`src/rtl/fetch_decode.sv`:
```
// Front-end fetch/decode stage: IP, instruction fetch, local branch resolution, 8x16 register file.
// Optional macro FETCH_DECODE_WB_BYPASS_EN forwards same-cycle write-back data into DECODE operand reads.
module fetch_decode #(
  parameter logic [15:0] RESET_IP = 16'h0000
) (
  input  logic        clk,
  input  logic        rst_n,
  output logic        imem_req,
  output logic [15:0] imem_addr,
  input  logic        imem_ack,
  input  logic [15:0] imem_rdata,
  input  logic        n,
  input  logic        z,
  input  logic        p,
  input  logic        wb_en,
  input  logic [2:0]  wb_addr,
  input  logic [15:0] wb_data,
  output logic        id_valid,
  input  logic        ex_ready,
  output logic [15:0] id_opcode,
  output logic [15:0] id_regA,
  output logic [15:0] id_regB,
  output logic [15:0] id_imm,
  output logic [2:0]  id_dst,
  output logic [15:0] id_ip,
  output logic        halted,
  output logic [1:0]  dbg_state
);

  typedef enum logic [1:0] {
    FETCH  = 2'd0,
    DECODE = 2'd1,
    ISSUE  = 2'd2,
    HALT   = 2'd3
  } state_t;

  state_t      state;
  logic [15:0] ip;
  logic [15:0] ir;
  logic [15:0] rf [8];
  logic [15:0] op_a;
  logic [15:0] op_b;
  logic [15:0] br_off;
  logic        taken;

  assign imem_addr = ip;
  assign dbg_state = state;

  assign br_off = {{7{ir[8]}}, ir[8:0]};
  assign taken  = (ir[11] & n) | (ir[10] & z) | (ir[9] & p);

  always_comb begin
    op_a = rf[ir[11:9]];
    op_b = rf[ir[2:0]];
`ifdef FETCH_DECODE_WB_BYPASS_EN
    if (wb_en && (wb_addr == ir[11:9])) op_a = wb_data;
    if (wb_en && (wb_addr == ir[2:0]))  op_b = wb_data;
`endif
  end

  // Write port is independent of the FSM: the ALU may retire at any time.
  always_ff @(posedge clk) begin
    if (!rst_n) begin
      for (int i = 0; i < 8; i++) rf[i] <= '0;
    end else if (wb_en) begin
      rf[wb_addr] <= wb_data;
    end
  end

  // Handshakes: imem_req stays high and imem_addr stable until the cycle imem_ack=1;
  // id_valid and the id_* bundle stay stable until the cycle ex_ready=1 (transfer on id_valid & ex_ready).
  always_ff @(posedge clk) begin
    if (!rst_n) begin
      state     <= FETCH;
      ip        <= RESET_IP;
      ir        <= '0;
      imem_req  <= 1'b0;
      id_valid  <= 1'b0;
      id_opcode <= '0;
      id_regA   <= '0;
      id_regB   <= '0;
      id_imm    <= '0;
      id_dst    <= '0;
      id_ip     <= '0;
      halted    <= 1'b0;
    end else begin
      case (state)
        FETCH: begin
          // First cycle out of reset only raises the request; acks are ignored until then.
          if (!imem_req) begin
            imem_req <= 1'b1;
          end else if (imem_ack) begin
            ir       <= imem_rdata;
            imem_req <= 1'b0;
            state    <= DECODE;
          end
        end
        DECODE: begin
          case (ir[15:12])
            4'b1100: begin
              ip       <= taken ? (ip + 16'd1 + br_off) : (ip + 16'd1);
              imem_req <= 1'b1;
              state    <= FETCH;
            end
            4'b1111: begin
              halted <= 1'b1;
              state  <= HALT;
            end
            default: begin
              id_opcode <= ir;
              id_regA   <= op_a;
              id_regB   <= op_b;
              id_imm    <= {{11{ir[4]}}, ir[4:0]};
              id_dst    <= ir[11:9];
              id_ip     <= ip;
              id_valid  <= 1'b1;
              state     <= ISSUE;
            end
          endcase
        end
        ISSUE: begin
          if (ex_ready) begin
            id_valid <= 1'b0;
            ip       <= ip + 16'd1;
            imem_req <= 1'b1;
            state    <= FETCH;
          end
        end
        HALT: begin
          halted   <= 1'b1;
          imem_req <= 1'b0;
        end
        default: state <= FETCH;
      endcase
    end
  end

endmodule

```
`config.mk`:
```
export PLATFORM = sky130hd
export DESIGN_NAME = fetch_decode
export DESIGN_NICKNAME = d
export VERILOG_FILES = /design/src/rtl/fetch_decode.sv
export SDC_FILE = /design/constraint.sdc
export NUM_CORES = 1
export LEC_CHECK = 0
export ABC_CLOCK_PERIOD_IN_PS = 6700
export BUFFER_PORTS_ARGS = -buffer_cell sky130_fd_sc_hd__buf_2
export CELL_PAD_IN_SITES_DETAIL_PLACEMENT = 0
export CELL_PAD_IN_SITES_GLOBAL_PLACEMENT = 1
export CORE_MARGIN = 8
export CORE_UTILIZATION = 40
export DETAILED_ROUTE_END_ITERATION = 6
export PLACE_DENSITY = 0.8
export SYNTH_ARGS = -nofsm -noshare
export SYNTH_HDL_FRONTEND = slang
export SYNTH_SLANG_ARGS = --single-unit
```
`constraint.sdc`:
```
create_clock -name clk -period 6.7 [get_ports clk]
set_clock_uncertainty 0.1 [all_clocks]
set_input_delay 1.005 -clock clk [delete_from_list [all_inputs] [get_ports clk]]
set_output_delay 1.005 -clock clk [all_outputs]
set_load 0.05 [all_outputs]
```
# [Word-level counts from Yosys, hierarchy flattened]
# Memory sizes are Yosys's and may differ from the RTL's. A register that Yosys moved wholly into a read port is not among the register bits.
# Cells that the tools add are included.
[word_totals] reg_bits=77 mem_bits_rw=128 input_bits=43 out_inout_bits=104 wordCells=71 memories=1
[classes] add_sub_neg=2 eq_ne=11 mux=26 bitwise=6 reduce_logical=15
[mem_list] memory="rf" depth=8 width=16 read_ports=2 rd_ports_with_merged_regs=2 write_ports=8 line_no="40" source="logic [15:0] rf [8];"
[ops] operator="$mux W16" count=4
[ops] operator="$pmux W16 S2" count=1
[ops] operator="$add A16 B1 Y16 const B" count=1
[ops] operator="$add A16 B16 Y16" count=1
[ops] operator="$reduce_or A16 Y1" count=1
[ops] operator="$mux W1" count=12
[ops] operator="$ne A2 B2 Y1 const B" count=6
[ops] operator="$reduce_and A3 Y1" count=3
[ops] operator="$eq A4 B4 Y1 const B" count=2
[ops] operator="$mux W2" count=3
[ops] operator="$pmux W2 S3" count=1
[ops] operator="$reduce_and A2 Y1" count=3
[ops] operator="$eq A2 B2 Y1 const B" count=2
[ops] operator="$pmux W1 S2" count=2
[ops] operator="$pmux W1 S4" count=1
[ops] operator="$pmux W2 S2" count=1
[ops] operator="$reduce_and A4 Y1" count=1
[ops] operator="$reduce_bool A2 Y1" count=2
[ops] operator="$and A1 B1 Y1" count=3
[ops] operator="$mux W3" count=1
[ops] operator="$reduce_bool A3 Y1" count=1
[ops] operator="$eq A2 B1 Y1 const B" count=1
[ops] operator="$logic_not A1 Y1" count=2
[ops] operator="$logic_not A2 Y1" count=1
[ops] operator="3 further kinds" count=4

# [Longest topological paths before layout]
[depth] ltp_word=6 mapped_depth=12

# [Worst setup path before layout]
# No wires, ideal clock.
[synth_timing] path_kind="register -> register" startpoint="register ip[0], in the netlist imem_addr[0]" endpoint="register ip[13], in the netlist imem_addr[13]" setup_time_ns=0.117 t_arrival_ns=3.026 required_time_ns=6.483 slack_ns=3.456 stages_incl_launch_ff=13 n_path_buf=1 cell_sequence="dfxtp_1 > ha_1 > nand3_1 > nor2_1 > xor2_1 > ha_1 > clkbuf_1 > a21oi_1 > o21ai_0 > nor2_1 > o21ai_0 > or3_1 > a32o_1"
[synth_via] elab_chain_len=5 word_cells_on_any_way=6 classes_between="add/sub: 2; mux: 4"
[synth_lines] item="start: declaration" line_no="38" source="logic [15:0] ip;"
[synth_lines] item="start signal: assignment" line_no="101" source="ip <= taken ? (ip + 16'd1 + br_off) : (ip + 16'd1);"
[synth_lines] item="start signal: assignment" line_no="124" source="ip <= ip + 16'd1;"
[synth_lines] item="$add A16 B1 Y16 (*)" line_no="101, 124"
[synth_lines] item="$add A16 B16 Y16" line_no="101"
[synth_lines] item="$mux W16" line_no="101"
[synth_lines] item="$mux W16" line_no="99" source="case (ir[15:12])"
[synth_lines] item="$pmux W16 S2 (*)" line_no="87" source="case (state)"
# Mark *: on every way between the ends. The rest lies on a longest branch, timed or not. The select of a mux whose other input is x is not followed.
# A chain may end at the register's enable or synchronous reset.

# [Worst setup path after layout]
# Same ends and word-level chain as after synthesis.

==> out/metrics.cfg <==
[route]
first_iter_violations=592
dr.pass1.iters=5
wl_um=32200
drc_errors=0
vias=8377
avgViaCountPerCell=5.46
drtAntennaViolNets=0
drt-wirelength-per-cell_um=21.0

[yosys]
syn_area_mm2=0.0116
synth_ff_type=edfxtp_1
syn_nets=1085
synth_seq_cells=229
synth_cell_types=51
synth.avg_cell_area_um2=11.5
async_reset_ff_share_pct=0
synth_enable_flop_cells=128
yosys_warnings=0
seq_area_frac_synth_pct=50.4
netlist_instances=1015

[pwr]
clkPwrFrac_pct=30.6
seqPwrFrac_pct=38.7
pwr_density_cell_mw_per_mm2=344
combPwrFrac_pct=30.7
leakage_nw=5.00
vdd_drop_max_mv=0.196
switchingPower_mw=1.73
internal-power_mw=2.91
netSwitchingFraction_pct=37.3

[global_route]
grt_pass1_wl_um=50600
grt_util_all_layers_pct=18.1
grt_max_degree=85
antenna_found_initial=5
grt_remaining_overflow=0
first_global_vias=8582

[place]
portBuffers=146
pre_cts_ws_ns=3.30
dp_hpwl_um=22100
place.gp.congestion=0.875

[cts]
cts_tree=yes
h-tree-depth=1
cts_root_buf=clkbuf_16
clock_sinks=229
cts_hold_buffers=0
post_cts_resized=0
clockBufferDepth=3
clk_latency_ns=0.55
post_cts_buffers=0
cts_made_buffers=26
path_clk_slew_ns=0.06

[sta]
fmax_mhz=303
setup_violations=0
drv_slew=0
rsz0062_at_grt=no
final.setup.worst_slack_ns=3.40
relSlewSlack_pct=25.1
fin_crit_ns=3.30
fin_tns_setup_ns=0
worst_slew_pin_slew_ns=1.12
hold_violations=0
fin_crit_sh_pct=49.2

[hold_path]
hold_path.startpoint=id_ip[14]$_SDFFE_PN0P_
min_path_type=reg -> reg

[critical_path]
crit_fanout=8
critPathLaunch=imem_addr[0]$_SDFFE_PN0P_
cp_slowest_stage_delay_ns=0.48
critPathKind=reg -> reg
cp_cell_sequence=ha_1 > nand3_1 > nor2_1 > xor2_1 > ha_1 > a21oi_1 > o21ai_0 > nor2_1 > o21ai_0 > or3_1 > a32o_1
reg2reg_from=imem_addr[0]$_SDFFE_PN0P_
cp_slowest_cell=dfxtp_1
cp-start-kind=flop
worst_ep_required_time_ns=7.03
arrival_ns=3.63
cp-end-kind=flop
cp_num_buf_inv=0
cp_top_family=simple AND/OR/NAND/NOR gates

[final_layout]
final_cell_mix=146 x buf_2, 129 x and2_1, 128 x edfxtp_1
multi_input_area_mm2=0.00532
fin_nets=1199
drive_gt1_share_pct=25.2
area_growth_syn_to_layout_pct=15.8
final_common_cell=buf_2
seqCellArea_mm2=0.00587
fillers=2684

[die]
fp.dieW_um=187
die_h_um=187
coreArea_mm2=0.0287
die_area_mm2=0.0348
fp-row-count=62
boundaryPins=147
start_util_pct=40.5

[job]
drv_cap=0

[status]
status=complete, no violations

==> state kept, by name, summed over array words and instances (netlist names) <==
| signal | cells |
|---|---|
| id_valid | 1 |
| imem_req | 1 |
| id_ip | 16 |
| id_regA | 16 |
| id_regB | 16 |
| imem_addr | 16 |
| halted | 1 |
| id_opcode | 16 |
| rf | 128 |
| dbg_state | 2 |
| ir | 16 |
==> final cells by class <==
| class | count | area share [%] |
|---|---|---|
| Multi-Input combinational cell | 694 | 39.5 |
| Clock inverter | 17 | 1.22 |
| Clock buffer | 31 | 5.19 |
| Inverter | 9 | 0.251 |
| Timing Repair Buffer | 169 | 6.71 |
| Sequential cell | 229 | 43.6 |
| Tap cell | 384 | 3.57 |
| Antenna cell | 2 | 0.0372 |
==> worst min-delay path: cells and delay by family, from the launching register on <==
kind            cells  cell delay, ns
flops               1            0.30
simple gates        1            0.05
compound gates      1            0.05
==> power groups by stage <==
stage	clock network, mW	registers [mW]	logic [mW]
after floorplan	0	2.17	0.712
after global placement	0	1.82	1.43
after detailed placement	0	1.82	1.44
after CTS	1.44	1.79	1.45
after global routing	1.50	1.82	1.53
final	1.42	1.79	1.42
==> metal layers <==
layer	global-route usage (%)	wire (um)	vias up
li1	-	-	3939
met3	3.73	1830	67
met1	21.5	13000	4111
met4	5.74	843	6
met5	0	37	-
met2	32.5	16500	254
==> worst paths after layout <==
| kind | end | slack, ns | cells after the start |
|---|---|---|---|
| hold reg to reg | id_ip[14]$_SDFFE_PN0P_ | 0.35 | 2 |
| setup / recovery | imem_addr[13]$_SDFFE_PN0P_ | 3.40 | 11 |
| hold / removal | id_ip[14]$_SDFFE_PN0P_ | 0.35 | 2 |
| setup reg to reg | imem_addr[13]$_SDFFE_PN0P_ | 3.40 | 11 |
==> cell usage after synthesis, types with 2 or more instances <==
cell type,number,area (um^2)
inv_1,8,30.0
a211oi_1,37,278
xor2_1,10,87.6
buf_4,21,158
a31oi_1,6,37.5
a21oi_1,75,375
or3_1,5,31.3
a221oi_1,2,17.5
nor3_1,9,45.0
nor2_1,62,233
nand2_1,108,405
xnor2_1,16,140
o211ai_1,2,15.0
nand3_1,21,105
nor2b_1,2,12.5
and2_1,129,807
mux2i_1,33,330
edfxtp_1,128,3840
and4_1,3,26.3
o21ai_1,2,10.0
o21a_1,4,30.0
ha_1,26,325
o22ai_1,5,31.3
o2111a_1,2,22.5
nand2b_1,7,43.8
buf_1,2,7.51
dfxtp_1,101,2020
nand4_1,5,31.3
clkbuf_1,36,135
o21ai_0,27,135
buf_2,24,120
mux4_2,64,1440
and3_1,5,31.3
a21o_1,6,45.0
o221a_2,6,67.6
==> kinds of logic after synthesis <==
| family | Yosys count | synth area share (%) |
|---|---|---|
| AO/OA/AOI/OAI | 181 | 9.68 |
| XOR/XNOR | 26 | 1.96 |
| adder cells (fa/ha/maj) | 27 | 2.97 |
| buffers and inverters | 92 | 3.91 |
| flip-flops | 229 | 50.4 |
| multiplexers | 98 | 15.3 |
| AND/OR/NAND/NOR | 362 | 15.7 |
==> stage by stage <==
stage                     total power, mW  hold slack [ns]  cells  utilization (%)  cell area (um^2)
after CTS                            4.68            0.351   1533             46.9             13500
final                                4.64            0.348   1535             46.9             13500
after global placement               3.25            0.338   1485             43.9             12600
after floorplan                      2.88            0.349   1015                -             11600
after detailed placement             3.26            0.343   1485             43.9             12600
after global routing                 4.84            0.374   1535             46.9             13500
No activity file was read; power rests on OpenSTA's default activity.
